===== src/rtl/draw_sequencer_if.sv =====
`default_nettype none
// ============================================================================
//  Module      : draw_sequencer_if
//  Description : Command handshake bundle between a command source and the
//                draw sequencer (valid/ready plus the 9-bit command fields).
//  Revision    : 1.0 - initial release
// ============================================================================
interface draw_sequencer_if;
    logic       cmd_valid;
    logic       cmd_ready;
    logic [1:0] cmd_op;
    logic       cmd_item;
    logic [2:0] cmd_position;
    logic [2:0] cmd_old_position;

    // Command source side
    modport master (
        output cmd_valid, cmd_op, cmd_item, cmd_position, cmd_old_position,
        input  cmd_ready
    );

    // Sequencer side
    modport slave (
        input  cmd_valid, cmd_op, cmd_item, cmd_position, cmd_old_position,
        output cmd_ready
    );
endinterface
`default_nettype wire


===== src/rtl/draw_sequencer.sv =====
`default_nettype none
// ============================================================================
//  Module      : draw_sequencer
//  Description : Buffers draw/erase/move commands in a small FIFO and drives
//                the rectangle drawer so every rectangle is scanned exactly
//                once from a clean counter origin, with a matching plot gate.
//  Revision    : 1.0 - initial release
// ============================================================================
module draw_sequencer #(
    parameter int PRESS_PIXELS   = 2400,
    parameter int GARBAGE_PIXELS = 400,
    parameter int FIFO_DEPTH     = 4
) (
    input  wire logic       clk,
    input  wire logic       reset,
    draw_sequencer_if.slave cmd,
    output logic            drw_item,
    output logic            drw_erase,
    output logic [2:0]      drw_position,
    output logic            drw_reset_n,
    output logic            plot_en,
    output logic            busy,
    output logic            done
);

    localparam int            c_AW         = (FIFO_DEPTH > 2) ? $clog2(FIFO_DEPTH) : 1;
    localparam logic [c_AW:0] c_DEPTH      = (c_AW+1)'(FIFO_DEPTH);
    localparam logic [11:0]   c_PRESS_LAST = 12'(PRESS_PIXELS - 1);
    localparam logic [11:0]   c_GARB_LAST  = 12'(GARBAGE_PIXELS - 1);

    localparam logic [2:0] c_ST_IDLE    = 3'd0;
    localparam logic [2:0] c_ST_LOAD    = 3'd1;
    localparam logic [2:0] c_ST_RESTART = 3'd2;
    localparam logic [2:0] c_ST_RUN     = 3'd3;
    localparam logic [2:0] c_ST_DONE    = 3'd4;

    localparam logic [1:0] c_PH_DRAW      = 2'd0;
    localparam logic [1:0] c_PH_ERASE     = 2'd1;
    localparam logic [1:0] c_PH_ERASE_OLD = 2'd2;

    // ------------------------------------------------------------------
    // Command FIFO: entry = {op[8:7], item[6], position[5:3], old[2:0]}
    // ------------------------------------------------------------------
    logic [8:0]      r_mem [FIFO_DEPTH];
    logic [c_AW-1:0] r_wr_ptr, r_rd_ptr;
    logic [c_AW:0]   r_fifo_cnt, w_fifo_cnt_nxt;
    logic            w_full, w_empty, w_push, w_pop;
    logic [8:0]      w_head;

    // ------------------------------------------------------------------
    // Sequencer state and working copy of the command being executed
    // ------------------------------------------------------------------
    logic [2:0]  r_state, w_state_nxt;
    logic [11:0] r_count, w_count_nxt;
    logic [1:0]  r_phase, w_phase_nxt;
    logic [1:0]  r_op, w_op_nxt;
    logic        r_item, w_item_nxt;
    logic [2:0]  r_pos, w_pos_nxt;
    logic [2:0]  r_old, w_old_nxt;
    logic [11:0] w_last;

    assign w_full        = (r_fifo_cnt == c_DEPTH);
    assign w_empty       = (r_fifo_cnt == '0);
    assign cmd.cmd_ready = !w_full && !reset;
    assign w_push        = cmd.cmd_valid && cmd.cmd_ready;
    // The head is consumed on the edge that enters LOAD, so LOAD already
    // holds the command and the freed slot is visible one cycle sooner.
    assign w_pop         = (w_state_nxt == c_ST_LOAD);
    assign w_head        = r_mem[r_rd_ptr];
    assign w_last        = r_item ? c_PRESS_LAST : c_GARB_LAST;

    // Next FIFO occupancy, used for the registered busy flag
    always_comb begin
        w_fifo_cnt_nxt = r_fifo_cnt;
        case ({w_push, w_pop})
            2'b10:   w_fifo_cnt_nxt = r_fifo_cnt + 1'b1;
            2'b01:   w_fifo_cnt_nxt = r_fifo_cnt - 1'b1;
            default: w_fifo_cnt_nxt = r_fifo_cnt;
        endcase
    end

    // FIFO storage: written on every accepted command, never reset
    always_ff @(posedge clk) begin
        if (w_push) begin
            r_mem[r_wr_ptr] <= {cmd.cmd_op, cmd.cmd_item, cmd.cmd_position, cmd.cmd_old_position};
        end
    end

    // FIFO pointers and occupancy; reset discards everything queued
    always_ff @(posedge clk or posedge reset) begin
        if (reset) begin
            r_wr_ptr   <= '0;
            r_rd_ptr   <= '0;
            r_fifo_cnt <= '0;
        end else begin
            if (w_push) r_wr_ptr <= r_wr_ptr + 1'b1;
            if (w_pop)  r_rd_ptr <= r_rd_ptr + 1'b1;
            r_fifo_cnt <= w_fifo_cnt_nxt;
        end
    end

    // Next-state, pixel counter, phase and command latch decisions
    always_comb begin
        w_state_nxt = r_state;
        w_count_nxt = r_count;
        w_phase_nxt = r_phase;
        w_op_nxt    = r_op;
        w_item_nxt  = r_item;
        w_pos_nxt   = r_pos;
        w_old_nxt   = r_old;
        case (r_state)
            c_ST_IDLE: begin
                if (!w_empty) w_state_nxt = c_ST_LOAD;
            end
            c_ST_LOAD: begin
                w_state_nxt = (r_op == 2'b11) ? c_ST_DONE : c_ST_RESTART;
            end
            c_ST_RESTART: begin
                w_state_nxt = c_ST_RUN;
                w_count_nxt = '0;
            end
            c_ST_RUN: begin
                if (r_count == w_last) begin
                    if (r_phase == c_PH_ERASE_OLD) begin
                        w_phase_nxt = c_PH_DRAW;
                        w_state_nxt = c_ST_RESTART;
                    end else begin
                        w_state_nxt = c_ST_DONE;
                    end
                end else begin
                    w_count_nxt = r_count + 1'b1;
                end
            end
            c_ST_DONE: begin
                w_state_nxt = w_empty ? c_ST_IDLE : c_ST_LOAD;
            end
            default: w_state_nxt = c_ST_IDLE;
        endcase
        // Latch the FIFO head and pick the first phase when a command loads
        if (w_state_nxt == c_ST_LOAD) begin
            w_op_nxt   = w_head[8:7];
            w_item_nxt = w_head[6];
            w_pos_nxt  = w_head[5:3];
            w_old_nxt  = w_head[2:0];
            case (w_head[8:7])
                2'b10:   w_phase_nxt = c_PH_ERASE_OLD;
                2'b01:   w_phase_nxt = c_PH_ERASE;
                default: w_phase_nxt = c_PH_DRAW;
            endcase
        end
    end

    // State registers and registered drawer/status outputs
    always_ff @(posedge clk or posedge reset) begin
        if (reset) begin
            r_state      <= c_ST_IDLE;
            r_count      <= '0;
            r_phase      <= c_PH_DRAW;
            r_op         <= 2'b00;
            r_item       <= 1'b0;
            r_pos        <= 3'd0;
            r_old        <= 3'd0;
            drw_item     <= 1'b0;
            drw_erase    <= 1'b0;
            drw_position <= 3'd0;
            drw_reset_n  <= 1'b0;
            plot_en      <= 1'b0;
            busy         <= 1'b0;
            done         <= 1'b0;
        end else begin
            r_state      <= w_state_nxt;
            r_count      <= w_count_nxt;
            r_phase      <= w_phase_nxt;
            r_op         <= w_op_nxt;
            r_item       <= w_item_nxt;
            r_pos        <= w_pos_nxt;
            r_old        <= w_old_nxt;
            drw_item     <= w_item_nxt;
            drw_erase    <= (w_phase_nxt != c_PH_DRAW);
            drw_position <= (w_phase_nxt == c_PH_ERASE_OLD) ? w_old_nxt : w_pos_nxt;
            drw_reset_n  <= (w_state_nxt == c_ST_RUN);
            plot_en      <= (w_state_nxt == c_ST_RUN);
            busy         <= (w_state_nxt != c_ST_IDLE) || (w_fifo_cnt_nxt != '0);
            done         <= (w_state_nxt == c_ST_DONE);
        end
    end

endmodule
`default_nettype wire

===== src/flat_wrapper.sv =====
// flat-port wrapper written by rule: the top's interface ports become plain ports
module draw_sequencer_flat 
#(
    parameter int PRESS_PIXELS   = 2400,
    parameter int GARBAGE_PIXELS = 400,
    parameter int FIFO_DEPTH     = 4
)
  (clk, reset, drw_item, drw_erase, drw_position, drw_reset_n, plot_en, busy, done, cmd_cmd_valid, cmd_cmd_op, cmd_cmd_item, cmd_cmd_position, cmd_cmd_old_position, cmd_cmd_ready);
  draw_sequencer_if cmd_i ();
  input  wire logic clk;
  input  wire logic reset;
  output logic drw_item;
  output logic drw_erase;
  output logic [2:0] drw_position;
  output logic drw_reset_n;
  output logic plot_en;
  output logic busy;
  output logic done;
  input wire logic [$bits(cmd_i.cmd_valid)-1:0] cmd_cmd_valid;
  input wire logic [$bits(cmd_i.cmd_op)-1:0] cmd_cmd_op;
  input wire logic [$bits(cmd_i.cmd_item)-1:0] cmd_cmd_item;
  input wire logic [$bits(cmd_i.cmd_position)-1:0] cmd_cmd_position;
  input wire logic [$bits(cmd_i.cmd_old_position)-1:0] cmd_cmd_old_position;
  output wire logic [$bits(cmd_i.cmd_ready)-1:0] cmd_cmd_ready;
  assign cmd_i.cmd_valid = cmd_cmd_valid;
  assign cmd_i.cmd_op = cmd_cmd_op;
  assign cmd_i.cmd_item = cmd_cmd_item;
  assign cmd_i.cmd_position = cmd_cmd_position;
  assign cmd_i.cmd_old_position = cmd_cmd_old_position;
  assign cmd_cmd_ready = cmd_i.cmd_ready;
  draw_sequencer #(.PRESS_PIXELS(PRESS_PIXELS), .GARBAGE_PIXELS(GARBAGE_PIXELS), .FIFO_DEPTH(FIFO_DEPTH)) u_core (.clk(clk), .reset(reset), .cmd(cmd_i), .drw_item(drw_item), .drw_erase(drw_erase), .drw_position(drw_position), .drw_reset_n(drw_reset_n), .plot_en(plot_en), .busy(busy), .done(done));
endmodule

===== config.mk =====
export PLATFORM = sky130hd
export DESIGN_NAME = draw_sequencer_flat
export DESIGN_NICKNAME = d
export VERILOG_FILES = /design/src/rtl/draw_sequencer_if.sv /design/src/rtl/draw_sequencer.sv /design/src/flat_wrapper.sv
export SDC_FILE = /design/constraint.sdc
export NUM_CORES = 1
export LEC_CHECK = 0
export BUFFER_PORTS_ARGS = -buffer_cell sky130_fd_sc_hd__buf_2
export CAP_MARGIN = 20
export CORE_ASPECT_RATIO = 1.1
export CORE_MARGIN = 4
export CORE_UTILIZATION = 30
export DETAILED_ROUTE_END_ITERATION = 8
export GPL_TIMING_DRIVEN = 1
export SYNTH_ARGS = -nofsm -noshare
export SYNTH_HDL_FRONTEND = slang
export SYNTH_SLANG_ARGS = --single-unit

===== constraint.sdc =====
create_clock -name clk -period 4.12 [get_ports clk]
set_input_delay 0 -clock clk [delete_from_list [all_inputs] [get_ports clk]]
set_output_delay 0 -clock clk [all_outputs]
set_load 0.02 [all_outputs]

Word-level counts from Yosys, hierarchy flattened
Memories as Yosys holds them, arrays and structs flattened. Cells that the tools add are included.

Register bits after elaboration: 40. Memory bits (writable): 36. Bits of input ports: 12. Output and inout bits: 10. Logic and storage cells: 70. Memories kept: 1.

Memory list: u_core.r_mem (words 4, bits a word 9, read ports 1, clocked after Yosys merged registers in 0, write ports 1, RTL line draw_sequencer.sv:44) `logic [8:0] r_mem [FIFO_DEPTH];`.

Add/sub/neg operators: 5. Equal/unequal tests: 17. Mux-type cells: 20. Reductions and logical operators: 12.

Operators with widths (count): 2-to-1 mux 12 bit (2); case mux 12 bit (2 select lines) (1); 2-to-1 mux 3 bit (7); case mux 3 bit (5 select lines) (1); adder 12 x 1 -> 12 bit, second input constant (1); == test 12 bit (1); == test 2 bit, second input constant (5); == test 3 x 2 -> 1 bit, second input constant (3); == test 3 bit, second input constant (3); 2-to-1 mux 2 bit (4); == test 3 x 1 -> 1 bit, second input constant (2); zero test 3 bit (2); case mux 3 bit (2 select lines) (1); nonzero test 3 bit (2); adder 2 x 1 -> 2 bit, second input constant (2); == test 2 x 1 -> 1 bit, second input constant (2); case mux 2 bit (2 select lines) (1); nonzero test 2 bit (2); adder 3 x 1 -> 3 bit, second input constant (1); 2-to-1 mux 1 bit (3); subtractor 3 x 1 -> 3 bit, second input constant (1); logical AND 1 bit (2); zero test 1 bit (2); inequality test 2 bit, second input constant (1); 2 further kinds (2).

Depth between registers and ports, before layout
Gate-level depths: netlist of the first run.

Word-level depth: 9. Depth in mapped cells: 10. Gate-level depth less buffers: 10.

Least setup slack after synthesis of the first run
No wires, ideal clock.

Kind: reg2reg. Start: register u_core.r_fifo_cnt[0]. End: register u_core.busy. Setup time: 139 ps. Arrival: 2689 ps. Data required time: 3981 ps. Path slack: 1292 ps. Cell stages (with the launch flop): 10. Period minus slack after synthesis: 2828 ps. Cell sequence: dfrtp_1 > nor2_1 > a21oi_1 > and2_1 > inv_1 > ha_1 > fa_1 > mux2_2 > o21bai_1 > or4_1.

Longest elaborated chain between the ends: 8. Elaborated cells on any way between the ends: 17. Those cells by class: add/sub: 2; eq/ne: 4; mux: 4; reduce/logical: 7.

Ends and longest elaborated chain: start: declaration (RTL line draw_sequencer.sv:46) `logic [c_AW:0] r_fifo_cnt, w_fifo_cnt_nxt;`; start signal: assignment (RTL line draw_sequencer.sv:98) `r_fifo_cnt <= w_fifo_cnt_nxt;`; == test 3 bit * (RTL line draw_sequencer.sv:62) `assign w_full = (r_fifo_cnt == c_DEPTH);`; zero test 1 bit * (RTL line draw_sequencer.sv:64) `assign cmd.cmd_ready = !w_full && !reset;`; logical AND 1 bit * (RTL line draw_sequencer.sv:64); via cmd_cmd_ready (RTL line flat_wrapper.sv:24) `output wire logic [$bits(cmd_i.cmd_ready)-1:0] cmd_cmd_ready;`; logical AND 1 bit * (RTL line draw_sequencer.sv:65) `assign w_push = cmd.cmd_valid && cmd.cmd_ready;`; == test 2 x 1 -> 1 bit / == test 2 bit (equally long branches) (RTL line draw_sequencer.sv:75) `case ({w_push, w_pop})`; case mux 3 bit (2 select lines) * (RTL line draw_sequencer.sv:75); via u_core.w_fifo_cnt_nxt[1] (RTL line draw_sequencer.sv:46); nonzero test 3 bit * (RTL line draw_sequencer.sv:183) `busy <= (w_state_nxt != c_ST_IDLE) || (w_fifo_cnt_nxt != '0);`; logical OR 1 bit * (RTL line draw_sequencer.sv:183); end signal: assignment (RTL line draw_sequencer.sv:183); end: declaration (RTL line draw_sequencer.sv:22) `output logic busy,`.

Mark *: on every way through the listed nets, which the timed path passes. The rest lies on a longest branch. A chain may end at the register's enable or synchronous reset.

Final worst setup path of the first run
Start: register u_core.r_fifo_cnt[0]. End: register u_core.busy.

Longest elaborated chain between the ends: 8. Elaborated cells on any way between the ends: 17. Those cells by class: add/sub: 2; eq/ne: 4; mux: 4; reduce/logical: 7.

Ends and longest elaborated chain: zero test 3 bit / == test 3 bit (equally long branches) (RTL line draw_sequencer.sv:63, draw_sequencer.sv:62); 2-to-1 mux 1 bit, or another cell as far along (RTL line draw_sequencer.sv:135) `w_state_nxt = w_empty ? c_ST_IDLE : c_ST_LOAD;`; case mux 3 bit (5 select lines) / logical AND 1 bit (equally long branches) (RTL line draw_sequencer.sv:111, draw_sequencer.sv:64); == test 3 x 1 -> 1 bit / logical AND 1 bit (equally long branches) (RTL line draw_sequencer.sv:68, draw_sequencer.sv:65); == test 2 x 1 -> 1 bit / == test 2 bit (equally long branches) (RTL line draw_sequencer.sv:75); case mux 3 bit (2 select lines) * (RTL line draw_sequencer.sv:75); via u_core.w_fifo_cnt_nxt[1] (RTL line draw_sequencer.sv:46); nonzero test 3 bit * (RTL line draw_sequencer.sv:183); logical OR 1 bit * (RTL line draw_sequencer.sv:183).

Marks and branches as above.

==> results of run 1 <==
[area by class of cell]
cell class,instances,area (sq um),share of cell area
Clock inverter,7,76.32,0.01904
Multi-Input combinational cell,143,1191,0.2971
Timing Repair Buffer,33,220.2,0.05493
Inverter,8,30.03,0.007491
Clock buffer,9,225.2,0.05618
Sequential cell,76,2082,0.5194
Tap cell,147,183.9,0.04588
[registers in the layout, summed over array words and instances (netlist names)]
register,flops
u_core.drw_position,3
u_core.drw_erase,1
u_core.r_count,12
u_core.r_op,2
u_core.r_state,3
u_core.r_pos,3
u_core.r_old,3
u_core.r_phase,2
u_core.drw_item,1
u_core.r_fifo_cnt,3
u_core.r_rd_ptr,2
u_core.busy,1
u_core.r_mem,36
u_core.done,1
u_core.r_wr_ptr,2
u_core.drw_reset_n,1
[metrics by stage]
| step | hold WS, ps | cells |
|---|---|---|
| floorplan | 98.87 | 237 |
| global placement | 168.1 | 397 |
| detailed placement | 176.2 | 397 |
| CTS | 86.27 | 423 |
| global route | 136.3 | 423 |
| finish | 93.24 | 423 |
[worst min-delay path by stage]
stage                                     to  slack, ps  depth (start not counted)
after detailed placement  u_core.r_wr_ptr[1]        180                          3
after global routing      u_core.r_wr_ptr[0]        140                          3
after CTS                 u_core.r_wr_ptr[0]         90                          3
after global placement    u_core.r_wr_ptr[1]        170                          3
after floorplan           u_core.r_mem[0][0]        100                          0
final                     u_core.r_wr_ptr[0]         90                          3
[cell usage in the layout, fill, tap and decap left out, drive strengths merged, types with 3 or more instances in the layout]
cell type,instances
nand3b,3
mux2,13
a21oi,8
nor3,4
nand2b,4
nor2b,3
nand3,4
nor2,9
or4,4
and3,7
nand2,20
buf,23
dlygate4sd3,10
clkbuf,9
inv,14
xnor2,4
mux4,9
ha,6
o21ai,11
edfxtp,36
dfrtp,40
mux2i,4
and2,4
[critical path, delay by kind of cell (launching register included)]
kind	cells	cell delay, ps
AO/OA/AOI/OAI	2	470
flip-flops	1	420
adder cells (fa/ha/maj)	2	650
buffers and inverters	1	60
AND/OR/NAND/NOR	3	710
multiplexers	1	280
[logic make-up after synthesis]
kind of cell	Yosys count	share of synthesized area
multiplexers	26	0.1296
AND/OR/NAND/NOR	70	0.1155
adder cells (fa/ha/maj)	7	0.02831
AO/OA/AOI/OAI	34	0.06555
XOR/XNOR	6	0.01564
buffers and inverters	18	0.02569
flip-flops	76	0.6197
[routing by layer]
layer / vias up / routed length (um) / GRT usage
met5: - / 0 / 0
met4: 0 / 122 / 0.04262
met3: 11 / 261 / 0.04119
met2: 37 / 2833 / 0.1590
met1: 974 / 2656 / 0.1302
li1: 950 / - / -
[report_power, final]
group          total [W]  internal (W)  switching, W
Sequential       0.00116      0.000984      0.000174
Combinational   0.000694      0.000350      0.000344
Clock           0.000786      0.000432      0.000354
Total            0.00264       0.00177      0.000872
==> impl_results.md, run 1 <==
* Slew Viols, Final at 0
* Pre-CTS WS at 1405 ps
* Asr flop ratio synth at 0.5263
* Wirelength per Cell at roughly 14 um
* Synth cell types at 52
* # DRC at 0
* Ports at 22
* Post-CTS Hold Buffers at 10
* CP startpoint kind: flip-flop
* Critical path's largest stage delay at around 420 ps
* Crit path time final at 2724 ps
* Clk_skew at between 7 and 8 ps
* Drt first pass iters at 4
* Final setup violation count at 0
* Fraction of layout cells with a size suffix above 1 at 0.2246
* Diode count at 0
* Total Wirelength at 5.873 mm
* Clock Path Buffers at 2
* Die height at 119.0 um
* Number of flops mapped to enable cells by yosys at 36
* Critical path launch point: u_core.r_fifo_cnt[0]
* Most common cell in the netlist: dfrtp_1
* Setup TNS at 0 ps
* Clock latency on the worst-skew pair at 340 ps
* Row Count at 40
* Final Hold Vio Count at 0
* Reg clk slew, reported paths at 70 ps
* CTS tree: yes
* Crit Path Max Fanout at 6
* Post-synthesis net count at roughly 260
* Core ar. at 0.01096 sq mm
* Mean post-synth cell area at 14.17 sq um
* CTS Buf Count at 9
* Total track usage at 0.1039
* Post-synthesis register bit count at 76
* Reg2reg start: u_core.r_fifo_cnt[0]
* Post-DP HPWL at ~4.0 mm
* Area grow syn2layout at 19.33%
* Max-slew headroom at 0.5876
* Yosys top cell area share at 0.3218
* Max Fclk at around 0.37 GHz
* Number of routed nets with antenna violations at 0
* Crit. End Element: flip-flop
* Synth Warn # at 0
* Clock root cell: clkbuf_16
* R2r worst-path depth at 9
* H-tree Lvls at 3
* Initial Utilization at 0.3065
* Data required time of the critical path at ~4300 ps
* Primary FF master, synth: dfrtp_1
* Reg-to-reg slack, setup at approximately 1400 ps
* Critical Path End: u_core.busy
* First-pass GRT wire length at 10.09 mm
* Status: completed
* FILL cells at between 1000 and 1500
* Vias in the first global route at around 1900
* Crit path cell chain: nor2_1 > a21oi_1 > and2_1 > inv_1 > ha_1 > fa_1 > mux2_2 > o21bai_1 > or4_1
* Max-cap violations at 0
* Cell area after synthesis at roughly 0.0034 sq mm
* DR vias at between 1500 and 2000
* RR Endpoint: u_core.busy
* Final Util at 0.3658
* Remaining Overflow, GRT at 0
* Port Buffers at 21
* Final nets at 290
* Post-synth top cells: dfrtp_1, edfxtp_1, nand2_1
* Die Wd at 108.9 um
* CTS resizes at 0
* Min-Delay Path Class: in2reg
* Initial antenna violation count at 0
* Area contributors post-synth: edfxtp_1, dfrtp_1, mux4_1
* Max IR drop VDD at approximately 0.24 mV
* Tcrit/Tclk final at 0.6613
* CP Class: reg2reg
* Total Power at 0.002637 W
* Avg Vias per Cell at roughly 4.7
* Placed Area at about 0.0036 sq mm
* Setup WS post-layout at around 1400 ps
* Count of mapped cells out of synthesis at around 240
* Post-synth top area cell: edfxtp_1
* Unrepaired setup endpoints after global routing: false
* # Post-CTS Setup Buffers at 0
* Register area share after synthesis at 0.6197
* Hold Crit Start: cmd_cmd_valid
* CP max-delay cell: dfrtp_1
* Die ar. at about 0.013 sq mm
* Power per Cell Area at approximately 660 mW/mm^2
* Gpl congestion at 0.7964
* CTS sink count at 76
* Largest net degree at the start of global routing at 41
* LEAKAGE at around 1.6 nW
* Worst-Margin Slew at ~600 ps
* Worst Path Arrival at roughly 3000 ps
* Non-Filler Cell Area, Final at 0.004009 sq mm
* 1st-iter DRT viols at approximately 110
No activity file was read; power rests on OpenSTA's default activity.
==> run 2, diff against run 1 <==
ABC_AREA = 1   (was default)
clock period = 2.6 ns   (was 4.12 ns; I/O delays follow)
==> impl_results.md, run 2 <==
* Reg2reg start: u_core.r_fifo_cnt[1]
* Crit path cell chain: inv_1 > a31oi_2 > nand2_2 > ha_1 > fa_1 > a21oi_1 > o21ai_0 > xor2_1 > nor3_1 > nand3b_1
* Gpl congestion at 0.8159
* Tcrit/Tclk final at 0.8999
* Max IR drop VDD at between 0.5 and 0.6 mV
* # DRC at 0
* Post-Synth Simple-Gate Area at 0.2032
* CTS Buf Count at 9
* R2r worst-path depth at 10
* CTS tree: yes
* DR vias at around 2400
* Compound-Gate Fraction of Synth Area at 0.08813
* Placed Area at approximately 0.0037 sq mm
* Slew Viols, Final at 0
* Number of flops mapped to enable cells by yosys at 36
* Data required time of the critical path at between 2000 and 3000 ps
* Hold path endpoint: u_core.r_wr_ptr[0]
* Drt first pass iters at 4
* Biggest regs: u_core.r_mem (36), u_core.r_count (12)
* Clock root cell: clkbuf_16
* Max-cap violations at 0
* Post-synth top cells: nand2_1, nor2_1, dfrtp_1
* CP Class: reg2reg
* Hold Crit Start: cmd_cmd_valid
* Worst-Margin Slew at 730.3 ps
* Largest family of logic cells by synthesized area: simple AND/OR/NAND/NOR gates
* Synth Warn # at 0
* Post-synthesis register bit count at 76
* Total Wirelength at between 6 and 7 mm
* Avg Vias per Cell at about 4.5
* Crit path time final at 2340 ps
* Core ar. at around 0.011 sq mm
* CP startpoint kind: flip-flop
* Critical path's largest stage delay at roughly 390 ps
* Diode count at 0
* Die height at between 100 and 150 um
* Unrepaired setup endpoints after global routing: false
* GR peak layer: met2
* Crit Path Max Fanout at 8
* CP Depth at 10
* Post-synth top area cell: edfxtp_1
* XOR/XNOR Fraction of Synth Area at 0.01807
* Clk_skew at ~8.7 ps
* Max Fclk at 0.4274 GHz
* GR Util met3 at 0.03927
* Yosys top cell area share at 0.3186
* H-tree Lvls at 3
* Power per Cell Area at approximately 1100 mW/mm^2
* Count of mapped cells out of synthesis at between 300 and 400
* Mean post-synth cell area at between 10 and 15 sq um
* Top reg by flops: u_core.r_mem
* Initial antenna violation count at 0
* Vias in the first global route at 2449
* Clock Path Buffers at 2
* Final setup violation count at 0
* Crit. End Element: flip-flop
* Post-synthesis net count at approximately 350
* CP top delay family: adder cells
* CP max-delay cell: fa_1
* Final nets at between 300 and 400
* Setup TNS at 0 ps
* Hold Path Depth at 3
* Post-DP HPWL at ~4.6 mm
* Cell area after synthesis at roughly 0.0034 sq mm
* Remaining Overflow, GRT at 0
* Final Hold Vio Count at 0
* Largest net degree at the start of global routing at 23
* Grt met1 use at 0.1371
* RR Endpoint: u_core.busy
* Status: completed
* Worst Path Arrival at ~2600 ps
* Max-slew headroom at 0.5126
* Number of routed nets with antenna violations at 0
* Non-Filler Cell Area, Final at between 0.004 and 0.005 sq mm
* Initial Utilization at 0.3082
* # Post-CTS Setup Buffers at 0
* Register area share after synthesis at 0.6136
* Ports at 22
* Reg clk slew, reported paths at about 60 ps
* Primary FF master, synth: dfrtp_1
* First-pass GRT wire length at ~12 mm
* Total track usage at 0.1124
* Clock latency on the worst-skew pair at 340 ps
* Area grow syn2layout at 20.83%
* 1st-iter DRT viols at just under 90
* Met2 Use GR at 0.1866
* Die ar. at between 0.01 and 0.015 sq mm
* WP buf/inv at 1
* Asr flop ratio synth at 0.5263
* Port Buffers at 21
* Min-Delay Path Class: in2reg
* Adder-cell share of the synthesized area at 0.02802
* Row Count at 40
* LEAKAGE at between 1.5 and 2 nW
* Max reg flops at 36
* Most common cell in the netlist: nand2_1
* Mux share of post-synthesis cell area at 0
* Most frequent cells in the layout: nor2_1, nand2_1, dfrtp_1
* Area contributors post-synth: edfxtp_1, dfrtp_1, nand2_1
* Wirelength per Cell at ~13 um
* Synth cell types at 31
* Fraction of layout cells with a size suffix above 1 at 0.1888
* Reg-to-reg slack, setup at 260 ps
* CTS sink count at between 70 and 80
* Die Wd at between 100 and 150 um
[run 2: final cells by class]
cell class	count	area [sq um]
fill	1072	6910
sequential	76	2082
multi-input combinational	214	1154
timing repair buffer	39	265.3
clock buffer	9	225.2
tap	147	183.9
inverter	31	116.4
clock inverter	7	73.82
[run 2: cells by family (layout without fill, tap and decap cells)]
logic type      after synthesis  after routing
compound gates               48             48
buf+inv                      39             86
xor+xnor                      7              7
fa+ha+maj                     7              7
flops                        76             76
simple gates                152            152
[run 2: worst max-delay path by stage]
stage / startpoint / end / slack, ps
finish: u_core.r_fifo_cnt[1] / u_core.busy / 260
global route: u_core.r_fifo_cnt[0] / u_core.busy / 60
CTS: u_core.r_fifo_cnt[1] / u_core.busy / 140
global placement: u_core.r_fifo_cnt[1] / u_core.busy / 380
floorplan: u_core.r_fifo_cnt[1] / u_core.busy / 80
detailed placement: u_core.r_fifo_cnt[1] / u_core.busy / 160
[run 2: through the flow]
stage                     hold slack [ps]  setup WS (ps)  power (W)    util  cells
after floorplan                     83.90          76.96   0.002853       -    329
after global placement              195.4          384.9   0.003184  0.3353    497
after detailed placement            185.0          159.6   0.003238  0.3353    497
after CTS                           142.1          135.7   0.004493  0.3716    523
after global routing                66.00          57.21   0.004772  0.3724    523
final                               50.17          260.3   0.004450  0.3724    523
[run 2: worst register-to-register path: cells and delay by family (launching register included)]
kind | cells | cell delay [ps]
buf+inv | 1 | 90
simple gates | 3 | 410
compound gates | 3 | 500
flops | 1 | 380
fa+ha+maj | 2 | 670
xor+xnor | 1 | 180
[run 2: metal layers]
metal	vias up	wire length, um
li1	1196	-
met1	1113	2980
met2	37	3314
met3	12	244
met4	0	116
met5	-	0
[run 2: power breakdown]
| group | switching (W) | internal [W] | leakage, nW |
|---|---|---|---|
| clock network | 0.000555 | 0.000682 | 0.148 |
| registers | 0.000177 | 0.00156 | 0.819 |
| logic | 0.000999 | 0.000480 | 0.713 |
[run 2: timing repair]
item | in CTS | in global routing
hold buffers | 10 | 0
hold endpoints to repair | 54 | 0
setup endpoints to repair | 0 | 1
gates resized for setup | 0 | 2
==> run 3, diff against run 2 <==
CELL_PAD_IN_SITES_DETAIL_PLACEMENT = 1   (was default)
CELL_PAD_IN_SITES_GLOBAL_PLACEMENT = 2   (was default)
PLACE_DENSITY_LB_ADDON = 0.1   (was default)
==> impl_results.md, run 3 (same netlist as run 2, synthesis figures left out) <==
* R2r worst-path depth at 10
* Final setup violation count at 0
* Final Util at 0.3778
* Status: completed
* Vias in the first global route at around 2600
* Data required time of the critical path at approximately 2800 ps
* Unrepaired setup endpoints after global routing: false
* Ports at 22
* Max-slew headroom at 0.6126
* Tcrit/Tclk final at 0.8428
* Most frequent cells in the layout: nand2_1, nor2_1, dfrtp_1
* Drt first pass iters at 4
* Clock latency on the worst-skew pair at roughly 340 ps
* Die height at between 100 and 150 um
* CTS sink count at between 70 and 80
* Crit. End Element: flip-flop
* Wirelength per Cell at 14.83 um
* Initial antenna violation count at 0
* Total track usage at 0.1356
* Max reg flops at 36
* Die ar. at around 0.013 sq mm
* Hold Path Depth at 4
* Gpl congestion at 0.7445
* Port Buffers at 21
* Die Wd at 109.4 um
* # DRC at 0
* Crit path time final at between 2000 and 2500 ps
* CTS tree: yes
* Max-cap violations at 0
* Post-DP HPWL at 5.624 mm
* Clock root cell: clkbuf_16
* Hold path endpoint: u_core.r_wr_ptr[0]
* Number of routed nets with antenna violations at 0
* Slew Viols, Final at 0
* Worst-Margin Slew at a little under 600 ps
* CP Class: reg2reg
* 1st-iter DRT viols at 86
* Avg Vias per Cell at around 4.5
* Biggest regs: u_core.r_mem (36), u_core.r_count (12)
* LEAKAGE at ~1.7 nW
* Area grow syn2layout at 22.60%
* Largest net degree at the start of global routing at 26
* Reg2reg start: u_core.r_fifo_cnt[1]
* Crit Path Max Fanout at 3
* Top reg by flops: u_core.r_mem
* Max Fclk at between 0.4 and 0.5 GHz
* Clk_skew at 6.840 ps
* First-pass GRT wire length at approximately 13 mm
* Power per Cell Area at between 1000 and 1500 mW/mm^2
* Fraction of layout cells with a size suffix above 1 at 0.1942
* Worst Path Arrival at about 2400 ps
* Total Wirelength at ~8 mm
* Setup TNS at 0 ps
* Most common cell after layout, fill and taps aside: nand2_1
* Initial Utilization at 0.3082
* Row Count at 40
* Clock Path Buffers at 2
* CTS Buf Count at 9
* Remaining Overflow, GRT at 0
* Final nets at 395
* H-tree Lvls at 3
* Hold Crit Start: cmd_cmd_valid
* Placed Area at 0.003730 sq mm
* Max IR drop VDD at between 0.3 and 0.4 mV
* Reg clk slew, reported paths at about 70 ps
* Core ar. at 0.01101 sq mm
* Critical path launch point: u_core.r_fifo_cnt[1]
* Min-Delay Path Class: in2reg
* Final Hold Vio Count at 0
* Reg-to-reg slack, setup at between 400 and 500 ps
* Non-Filler Cell Area, Final at ~0.0042 sq mm
* RR Endpoint: u_core.busy
* DR vias at roughly 2400
* Diode count at 0
* CP startpoint kind: flip-flop
==> run 3: stage by stage <==
stage | power, W | instances | setup WS, ps | hold slack [ps]
floorplan | 0.002853 | 329 | 76.96 | 83.90
global placement | 0.003334 | 502 | 496.2 | 38.46
detailed placement | 0.003361 | 502 | 382.6 | 43.01
CTS | 0.004793 | 528 | 372.4 | 104.4
global route | 0.005069 | 528 | 149.9 | 120.8
finish | 0.004687 | 528 | 408.8 | 106.4
==> run 3: power by group <==
part / internal, W / switching (W)
Clock: 0.000856 / 0.000539
Combinational: 0.000513 / 0.00107
Sequential: 0.00156 / 0.000156
Total: 0.00293 / 0.00176
==> run 3: layer usage <==
layer,vias to the layer above,track usage,routed length [um]
li1,1198,-,-
met1,1172,0.1628,3463
met2,18,0.2313,4061
met3,10,0.03066,166
met4,0,0.05612,141
met5,-,0,0
==> run 3: layout make-up <==
| cell class | instances | area [sq um] |
|---|---|---|
| clock buffer | 9 | 225.2 |
| clock inverter | 7 | 105.1 |
| fill | 1237 | 6850 |
| inverter | 31 | 116.4 |
| multi-input combinational | 214 | 1145 |
| sequential | 76 | 2082 |
| tap | 147 | 183.9 |
| timing repair buffer | 44 | 302.8 |
==> run 3: timing repair <==
| item | 4_1_cts | 5_1_grt |
|---|---|---|
| resized for setup | 0 | 0 |
| hold buffers | 10 | 0 |
| hold endpoints to repair | 51 | 0 |
| setup buffers | 0 | 0 |
==> run 3: how the worst max path moves through the flow <==
stage | end | slack (ps) | cells after the start
2_1_floorplan | u_core.busy | 80 | 10
4_1_cts | u_core.busy | 370 | 10
3_3_place_gp | u_core.busy | 500 | 10
3_5_place_dp | u_core.busy | 380 | 10
6_report | u_core.busy | 410 | 10
5_1_grt | u_core.busy | 150 | 10
==> run 3: critical path: stages (launching register included) <==
cell,delay (ps)
dfrtp_1,370
inv_1,80
a31oi_1,210
nand2_1,100
ha_1,250
fa_1,390
a21oi_1,130
o21ai_0,110
xor2_1,160
nor3_1,160
nand3b_1,110
